## src/rtl/cirno9_tohost_dev_if.sv

```systemverilog
// cirno9 data-bus request/response channel between a core-side initiator and the tohost device.
// Both channels: a beat transfers on the rising edge where valid & ready are both high; the sender
// holds valid and its payload stable until that edge, and ready is allowed to depend on valid.
`timescale 1ns/1ps
interface cirno9_tohost_dev_if;
    logic        cmd_valid;
    logic        cmd_ready;
    logic        cmd_read;
    logic [4:0]  cmd_addr;
    logic [31:0] cmd_wdata;
    logic [3:0]  cmd_wmask;
    logic        rsp_valid;
    logic        rsp_ready;
    logic [31:0] rsp_rdata;
    logic        rsp_err;

    modport master (
        output cmd_valid, cmd_read, cmd_addr, cmd_wdata, cmd_wmask, rsp_ready,
        input  cmd_ready, rsp_valid, rsp_rdata, rsp_err
    );

    modport slave (
        input  cmd_valid, cmd_read, cmd_addr, cmd_wdata, cmd_wmask, rsp_ready,
        output cmd_ready, rsp_valid, rsp_rdata, rsp_err
    );
endinterface

```

## src/rtl/cirno9_tohost_dev.sv

```systemverilog
// cirno9 test-harness host device: TOHOST/FROMHOST, byte console FIFO, STATUS, CYCLE/INSTRET.
// Define TOHOST_PERF_EN to build the 64-bit counters; without it offsets 0x10-0x1C read as 0.
`timescale 1ns/1ps
module cirno9_tohost_dev #(
    parameter int FIFO_DEPTH = 8
) (
    input  logic                      clk,
    input  logic                      rst_n,
    cirno9_tohost_dev_if.slave        bus,
    input  logic                      retire_i,
    output logic                      con_valid,
    input  logic                      con_ready,
    output logic [7:0]                con_data,
    output logic                      done,
    output logic                      pass,
    output logic [30:0]               exit_code
);
    localparam int AW = (FIFO_DEPTH > 1) ? $clog2(FIFO_DEPTH) : 1;

    localparam logic [2:0] REG_TOHOST   = 3'd0;
    localparam logic [2:0] REG_FROMHOST = 3'd1;
    localparam logic [2:0] REG_CONSOLE  = 3'd2;
    localparam logic [2:0] REG_STATUS   = 3'd3;
    localparam logic [2:0] REG_CYC_LO   = 3'd4;
    localparam logic [2:0] REG_CYC_HI   = 3'd5;
    localparam logic [2:0] REG_INS_LO   = 3'd6;
    localparam logic [2:0] REG_INS_HI   = 3'd7;

    logic [2:0]  reg_sel;
    logic        misaligned;
    logic        cmd_err;
    logic        accept;
    logic        wr_ok;
    logic        rd_ok;
    logic        console_wr;

    logic [AW:0] wr_ptr_q;
    logic [AW:0] rd_ptr_q;
    logic [AW:0] fifo_count;
    logic        fifo_full;
    logic        fifo_empty;
    logic        push;
    logic        pop;
    logic [7:0]  fifo_mem [FIFO_DEPTH];

    logic [31:0] tohost_q;
    logic [31:0] fromhost_q;
    logic [31:0] merged_to;
    logic [31:0] merged_from;
    logic        done_q;
    logic [30:0] exit_q;

    logic [31:0] status_word;
    logic [31:0] perf_rdata;
    logic [31:0] rd_data;

    logic        rsp_valid_q;
    logic        rsp_err_q;
    logic [31:0] rsp_rdata_q;

    function automatic logic [31:0] merge_bytes(input logic [31:0] old_v,
                                                input logic [31:0] new_v,
                                                input logic [3:0]  mask);
        logic [31:0] v;
        v = old_v;
        for (int b = 0; b < 4; b++) begin
            if (mask[b]) v[b*8 +: 8] = new_v[b*8 +: 8];
        end
        return v;
    endfunction

    // Request decode; errors are decided purely from address and direction
    assign reg_sel    = bus.cmd_addr[4:2];
    assign misaligned = (bus.cmd_addr[1:0] != 2'b00);
    assign cmd_err    = misaligned
                      | (!bus.cmd_read && (reg_sel >= REG_STATUS))
                      | ( bus.cmd_read && (reg_sel == REG_CONSOLE));
    assign console_wr = bus.cmd_valid & !bus.cmd_read & (bus.cmd_addr == 5'h08);

    // A full FIFO blocks CONSOLE writes; a same-cycle pop only frees space for the next cycle
    assign bus.cmd_ready = (!rsp_valid_q | bus.rsp_ready) & !(console_wr & fifo_full);

    assign accept = bus.cmd_valid & bus.cmd_ready;
    assign wr_ok  = accept & !bus.cmd_read & !cmd_err;
    assign rd_ok  = accept &  bus.cmd_read & !cmd_err;

    assign merged_to   = merge_bytes(tohost_q,   bus.cmd_wdata, bus.cmd_wmask);
    assign merged_from = merge_bytes(fromhost_q, bus.cmd_wdata, bus.cmd_wmask);

    always_ff @(posedge clk or negedge rst_n) begin
        if (!rst_n) begin
            tohost_q   <= '0;
            fromhost_q <= '0;
            done_q     <= 1'b0;
            exit_q     <= '0;
        end else if (wr_ok) begin
            if (reg_sel == REG_TOHOST) begin
                tohost_q <= merged_to;
                if (!done_q && merged_to[0]) begin
                    done_q <= 1'b1;
                    exit_q <= merged_to[31:1];
                end
            end
            if (reg_sel == REG_FROMHOST) fromhost_q <= merged_from;
        end
    end

    assign done      = done_q;
    assign exit_code = exit_q;
    assign pass      = done_q & (exit_q == '0);

    // Console FIFO: pointers carry one extra wrap bit so full and empty are distinguishable
    assign fifo_count = wr_ptr_q - rd_ptr_q;
    assign fifo_empty = (wr_ptr_q == rd_ptr_q);
    assign fifo_full  = (fifo_count == (AW+1)'(FIFO_DEPTH));
    assign push       = wr_ok & (reg_sel == REG_CONSOLE) & bus.cmd_wmask[0];
    assign pop        = con_valid & con_ready;

    always_ff @(posedge clk or negedge rst_n) begin
        if (!rst_n) begin
            wr_ptr_q <= '0;
            rd_ptr_q <= '0;
        end else begin
            if (push) wr_ptr_q <= wr_ptr_q + (AW+1)'(1);
            if (pop)  rd_ptr_q <= rd_ptr_q + (AW+1)'(1);
        end
    end

    always_ff @(posedge clk) begin
        if (push) fifo_mem[wr_ptr_q[AW-1:0]] <= bus.cmd_wdata[7:0];
    end

    assign con_valid = !fifo_empty;
    assign con_data  = fifo_empty ? 8'h00 : fifo_mem[rd_ptr_q[AW-1:0]];

    assign status_word = {16'h0000, 8'(fifo_count), 6'b000000, pass, done_q};

`ifdef TOHOST_PERF_EN
    logic [63:0] cycle_q;
    logic [63:0] instret_q;
    logic [31:0] cycle_hi_snap_q;
    logic [31:0] instret_hi_snap_q;

    // Counters stop once done is set; reading a lo word freezes its hi word for the next hi read
    always_ff @(posedge clk or negedge rst_n) begin
        if (!rst_n) begin
            cycle_q           <= '0;
            instret_q         <= '0;
            cycle_hi_snap_q   <= '0;
            instret_hi_snap_q <= '0;
        end else begin
            if (!done_q)             cycle_q   <= cycle_q + 64'd1;
            if (!done_q && retire_i) instret_q <= instret_q + 64'd1;
            if (rd_ok && (reg_sel == REG_CYC_LO)) cycle_hi_snap_q   <= cycle_q[63:32];
            if (rd_ok && (reg_sel == REG_INS_LO)) instret_hi_snap_q <= instret_q[63:32];
        end
    end

    always_comb begin
        perf_rdata = '0;
        case (reg_sel)
            REG_CYC_LO: perf_rdata = cycle_q[31:0];
            REG_CYC_HI: perf_rdata = cycle_hi_snap_q;
            REG_INS_LO: perf_rdata = instret_q[31:0];
            REG_INS_HI: perf_rdata = instret_hi_snap_q;
            default:    perf_rdata = '0;
        endcase
    end
`else
    logic unused_retire;
    assign unused_retire = retire_i;
    assign perf_rdata    = '0;
`endif

    always_comb begin
        rd_data = '0;
        case (reg_sel)
            REG_TOHOST:   rd_data = tohost_q;
            REG_FROMHOST: rd_data = fromhost_q;
            REG_CONSOLE:  rd_data = '0;
            REG_STATUS:   rd_data = status_word;
            default:      rd_data = perf_rdata;
        endcase
    end

    // Registered response; errored and write responses always carry zero data
    always_ff @(posedge clk or negedge rst_n) begin
        if (!rst_n) begin
            rsp_valid_q <= 1'b0;
            rsp_err_q   <= 1'b0;
            rsp_rdata_q <= '0;
        end else if (accept) begin
            rsp_valid_q <= 1'b1;
            rsp_err_q   <= cmd_err;
            rsp_rdata_q <= rd_ok ? rd_data : 32'h0;
        end else if (bus.rsp_ready) begin
            rsp_valid_q <= 1'b0;
        end
    end

    assign bus.rsp_valid = rsp_valid_q;
    assign bus.rsp_err   = rsp_err_q;
    assign bus.rsp_rdata = rsp_rdata_q;
endmodule

```

## src/flat_wrapper.sv

```systemverilog
// flat-port wrapper written by rule: the top's interface ports become plain ports
module cirno9_tohost_dev_flat 
#(
    parameter int FIFO_DEPTH = 8
)
  (clk, rst_n, retire_i, con_valid, con_ready, con_data, done, pass, exit_code, bus_cmd_valid, bus_cmd_read, bus_cmd_addr, bus_cmd_wdata, bus_cmd_wmask, bus_rsp_ready, bus_cmd_ready, bus_rsp_valid, bus_rsp_rdata, bus_rsp_err);
  cirno9_tohost_dev_if bus_i ();
  input  logic clk;
  input  logic rst_n;
  input  logic retire_i;
  output logic con_valid;
  input  logic con_ready;
  output logic [7:0] con_data;
  output logic done;
  output logic pass;
  output logic [30:0] exit_code;
  input wire logic [$bits(bus_i.cmd_valid)-1:0] bus_cmd_valid;
  input wire logic [$bits(bus_i.cmd_read)-1:0] bus_cmd_read;
  input wire logic [$bits(bus_i.cmd_addr)-1:0] bus_cmd_addr;
  input wire logic [$bits(bus_i.cmd_wdata)-1:0] bus_cmd_wdata;
  input wire logic [$bits(bus_i.cmd_wmask)-1:0] bus_cmd_wmask;
  input wire logic [$bits(bus_i.rsp_ready)-1:0] bus_rsp_ready;
  output wire logic [$bits(bus_i.cmd_ready)-1:0] bus_cmd_ready;
  output wire logic [$bits(bus_i.rsp_valid)-1:0] bus_rsp_valid;
  output wire logic [$bits(bus_i.rsp_rdata)-1:0] bus_rsp_rdata;
  output wire logic [$bits(bus_i.rsp_err)-1:0] bus_rsp_err;
  assign bus_i.cmd_valid = bus_cmd_valid;
  assign bus_i.cmd_read = bus_cmd_read;
  assign bus_i.cmd_addr = bus_cmd_addr;
  assign bus_i.cmd_wdata = bus_cmd_wdata;
  assign bus_i.cmd_wmask = bus_cmd_wmask;
  assign bus_i.rsp_ready = bus_rsp_ready;
  assign bus_cmd_ready = bus_i.cmd_ready;
  assign bus_rsp_valid = bus_i.rsp_valid;
  assign bus_rsp_rdata = bus_i.rsp_rdata;
  assign bus_rsp_err = bus_i.rsp_err;
  cirno9_tohost_dev #(.FIFO_DEPTH(FIFO_DEPTH)) u_core (.clk(clk), .rst_n(rst_n), .bus(bus_i), .retire_i(retire_i), .con_valid(con_valid), .con_ready(con_ready), .con_data(con_data), .done(done), .pass(pass), .exit_code(exit_code));
endmodule
```

## config.mk

```make
export PLATFORM = sky130hd
export DESIGN_NAME = cirno9_tohost_dev_flat
export DESIGN_NICKNAME = d
export VERILOG_FILES = /design/src/rtl/cirno9_tohost_dev_if.sv /design/src/rtl/cirno9_tohost_dev.sv /design/src/flat_wrapper.sv
export SDC_FILE = /design/constraint.sdc
export NUM_CORES = 1
export LEC_CHECK = 0
export ABC_AREA = 0
export BUFFER_PORTS_ARGS = -buffer_cell sky130_fd_sc_hd__buf_2
export CAP_MARGIN = 20
export CORE_UTILIZATION = 58
export CTS_CLUSTER_DIAMETER = 150
export DETAILED_ROUTE_END_ITERATION = 16
export GPL_ROUTABILITY_DRIVEN = 0
export PLACE_DENSITY = 0.8
export SLEW_MARGIN = 20
export SYNTH_ARGS = -nofsm -noshare
export SYNTH_HDL_FRONTEND = slang
export SYNTH_SLANG_ARGS = --single-unit
```

## constraint.sdc

```tcl
create_clock -name clk -period 4.3 [get_ports clk]
set_clock_uncertainty 0.2 [all_clocks]
set_input_delay 0.43 -clock clk [delete_from_list [all_inputs] [get_ports clk]]
set_output_delay 0.43 -clock clk [all_outputs]
set_load 0.01 [all_outputs]
```

==> flow_summary.rst <==
.. list-table::
   :header-rows: 1

   * - Metric
     - Value
   * - Floorplan core area
     - 15310 um2
   * - Total via count in the routed design
     - 5865
   * - All-Layer GR Usage
     - 0.2578
   * - Syn Std Cell Area
     - 9185 um2
   * - Overflow after GRT
     - 0
   * - Initial detailed-routing violation count
     - 292
   * - Length of the first detailed-routing pass in iterations
     - 5
   * - Setup violations, final
     - 0
   * - Number of buffers between clock root and the deepest sink
     - 3
   * - Post-layout nets
     - 834
   * - Endpoints failing hold
     - 0
   * - Worst path arrival time
     - 3.21 ns
   * - Critical path class
     - flop to primary output
   * - Family with the most delay on the worst path
     - simple AND/OR/NAND/NOR gates
   * - Count of filler cells inserted in the layout
     - 1050
   * - Post-synthesis instance total
     - 638
   * - Startpoint of the tightest hold check path
     - bus_cmd_wdata[22]
   * - Place WS
     - 0.7758 ns
   * - Root buffer selected by CTS
     - clkbuf_16
   * - PwrDens
     - 444.1 nW/um2
   * - Top post-synthesis cells by area
     - dfrtp_1 38%, edfxtp_1 21%, mux2_2 19%
   * - Share of synthesized registers carrying an async set or reset
     - 0.6832
   * - Final routed wire length divided by cell count
     - 20.27 um
   * - Initial core utilization
     - 0.5998
   * - Number of register bits inferred by synthesis
     - 202
   * - Number of cell instances on the worst register-to-register path
     - 7
   * - Die extent in x
     - 127.8 um
   * - Synth top area share
     - 0.3760
   * - Via count of the first global-routing pass
     - 6178
   * - Count of non-filler cells in the finished layout
     - 1005
   * - Vertical die dimension
     - 127.8 um
   * - Worst hold path depth
     - 2
   * - Max-cap violation count
     - 0
   * - Kind of start point of the critical path
     - flop
   * - HPWL Detailed
     - 13.59 mm
   * - Nature of the critical path endpoint
     - primary output
   * - Req. time, crit path
     - 3.67 ns
   * - IO buf count
     - 123
   * - Layout cells sized above 1
     - 0.4502
   * - Synth top cells by count
     - 153 x mux2_2, 138 x dfrtp_1, 64 x edfxtp_1
   * - CTS clock-pin slew for the worst setup and hold paths
     - 0.06 ns
   * - Min-Delay Endpoint
     - u_core.fromhost_q[22]
   * - Largest stage delay on the critical path
     - 0.57 ns
   * - Mean Syn Cell Area
     - 14.40 um2
   * - Residual DRC count
     - 0
   * - Run status
     - complete, no violations
   * - Number of cell rows
     - 45
   * - Cell type with the largest total area after synthesis
     - dfrtp_1
   * - Clock buffer count from CTS
     - 21
   * - Worst Max-Slew Pin Slew
     - 1.103 ns
   * - # IOs
     - 125
   * - Number of nets with antenna violations after routing
     - 0
   * - Power after layout
     - 0.004834 W
   * - Sum of routed wire length over all layers
     - 20.38 mm
   * - Accumulated negative setup slack
     - 0 ns
   * - Fin. max-slew vios
     - 0
   * - Leakage power of the design
     - 4.924 nW
   * - Worst path cell trace
     - clkinv_1, ha_1, and3b_1, o21ai_1, and3_1, nor2_1, buf_2
   * - H-tree depth reported by CTS
     - 1
   * - Via count normalized by instance count
     - 5.836
   * - Number of warnings issued by yosys
     - 0
   * - Number of sinks handled by clock tree synthesis
     - 202
   * - Die Area
     - 16340 um2
   * - Area Growth Syn to Fin
     - 18.53%
   * - Wire length of the first global-routing pass
     - 32.29 mm
   * - Standard cell with the maximum stage delay on the critical path
     - dfrtp_1
   * - Initial antenna violation count
     - 0
   * - CP max FO
     - 11
   * - Post-synth cell types
     - 54
   * - Max Clk Rate
     - 0.2604 GHz
   * - End of the worst register-to-register path
     - u_core.bus.rsp_err
   * - Largest net degree at the start of global routing
     - 113
   * - Minimum hold slack
     - 0.01509 ns
   * - Placed Instances
     - 948
   * - Class of the tightest hold or removal check
     - input port to flop
   * - Buffers and inverters on the worst path
     - 2
   * - Setup repair after global routing missed its margin
     - false
   * - Dominant register cell in the synthesized netlist
     - dfrtp_1
   * - Final clock period utilization by the worst path
     - 0.8930
   * - Minimum setup slack in the final design
     - 0.4600 ns
   * - TritonCTS clock tree
     - built
   * - Reg2reg setup slack
     - 0.69 ns
   * - Min Tclk post-route
     - 3.840 ns
   * - Top-count cell post-synth
     - mux2_2
   * - Number of enable flip-flop cells after synthesis
     - 64
   * - Max_slew headroom
     - 0.2644
   * - R2R Path Start
     - u_core.rd_ptr_q[2]
   * - Post-synth net total
     - 692
   * - IR Drop Worst-Case VDD
     - 0.0002787 V
   * - Post-synthesis sequential area ratio
     - 0.5852
   * - Clock latency of the later-clocked register in the worst-skew pair
     - 0.49 ns
## power breakdown
group          total (W)  internal [W]  switching, W
Combinational   0.000855      0.000410      0.000446
Clock            0.00182       0.00111      0.000708
Sequential       0.00216       0.00206      0.000102
## sequential cells by signal, summed over array words and instances, names as in the netlist
name                  count
u_core.bus.rsp_err        1
u_core.fifo_mem          64
u_core.wr_ptr_q           4
u_core.fromhost_q        32
u_core.bus.rsp_rdata     32
u_core.exit_code         31
u_core.done               1
u_core.bus.rsp_valid      1
u_core.rd_ptr_q           4
u_core.tohost_q          32
## worst max-delay path by stage
stage	start	endpoint	slack (ns)	cells past startpoint
after detailed placement	u_core.rd_ptr_q[2]	u_core.bus.rsp_err	0.78	7
after global placement	u_core.rd_ptr_q[2]	u_core.fifo_mem[4][3]	0.90	6
after CTS	u_core.rd_ptr_q[2]	bus_cmd_ready	0.46	7
after global routing	u_core.rd_ptr_q[2]	bus_cmd_ready	0.25	7
final	u_core.rd_ptr_q[2]	bus_cmd_ready	0.46	7
after floorplan	u_core.rd_ptr_q[1]	u_core.fifo_mem[2][0]	0.79	9
## final cells by class
| cell class | instances | area (um2) | area share |
|---|---|---|---|
| Inverter | 38 | 142.6 | 0.01310 |
| Tap cell | 211 | 264.0 | 0.02425 |
| Antenna cell | 1 | 2.502 | 0.0002299 |
| Timing Repair Buffer | 151 | 897.1 | 0.08240 |
| Clock inverter | 6 | 107.6 | 0.009884 |
| Clock buffer | 30 | 579.3 | 0.05321 |
| Multi-Input combinational cell | 366 | 3518 | 0.3232 |
| Sequential cell | 202 | 5375 | 0.4937 |
## through the flow
stage | area (um2) | utilization
finish | 10890 | 0.7109
global placement | 9995 | 0.6526
detailed placement | 9995 | 0.6526
CTS | 10880 | 0.7105
global route | 10880 | 0.7107
floorplan | 9185 | -
## repair_timing
action / in CTS / in global routing
gates resized for setup: 0 / 0
buffers inserted: 0 / 0
endpoints found under the hold margin: 143 / 0
hold buffers: 20 / 0
## metal layers
metal | vias to the layer above | part of all wire | global-route usage
met5 | - | 0 | 0
met4 | 0 | 0.028 | 0.08166
met3 | 47 | 0.062 | 0.06219
met2 | 173 | 0.50 | 0.4370
met1 | 2972 | 0.42 | 0.3286
li1 | 2673 | - | -
## worst register-to-register path, delay by kind of cell, from the launching register on
| family | cells | cell delay, ns |
|---|---|---|
| buffers and inverters | 2 | 0.72 |
| AO/OA/AOI/OAI | 2 | 0.77 |
| adder cells (fa/ha/maj) | 1 | 0.47 |
| AND/OR/NAND/NOR | 2 | 0.80 |
| flip-flops | 1 | 0.57 |
## logic make-up after synthesis
logic type,after synthesis,share of synthesized area
AND/OR/NAND/NOR,88,0.06253
multiplexers,177,0.2358
adder cells (fa/ha/maj),6,0.008991
XOR/XNOR,9,0.008582
buffers and inverters,70,0.03242
AO/OA/AOI/OAI,86,0.06648
flip-flops,202,0.5852
## cell usage in the layout, fill, tap and decap left out, types with 10 or more instances in the layout
| cell type | netlist | final |
|---|---|---|
| mux2_2 | 153 | 153 |
| dfrtp_1 | 138 | 138 |
| buf_2 | 10 | 122 |
| edfxtp_1 | 64 | 64 |
| inv_1 | 37 | 37 |
| a22oi_1 | 31 | 31 |
| o21ai_1 | 21 | 21 |
| clkbuf_16 | 0 | 21 |
| dlygate4sd3_1 | 0 | 20 |
| nand2_1 | 19 | 19 |
| mux4_2 | 16 | 16 |
| o21ai_2 | 10 | 10 |
Note: power is estimated with default switching activity, not from simulation.
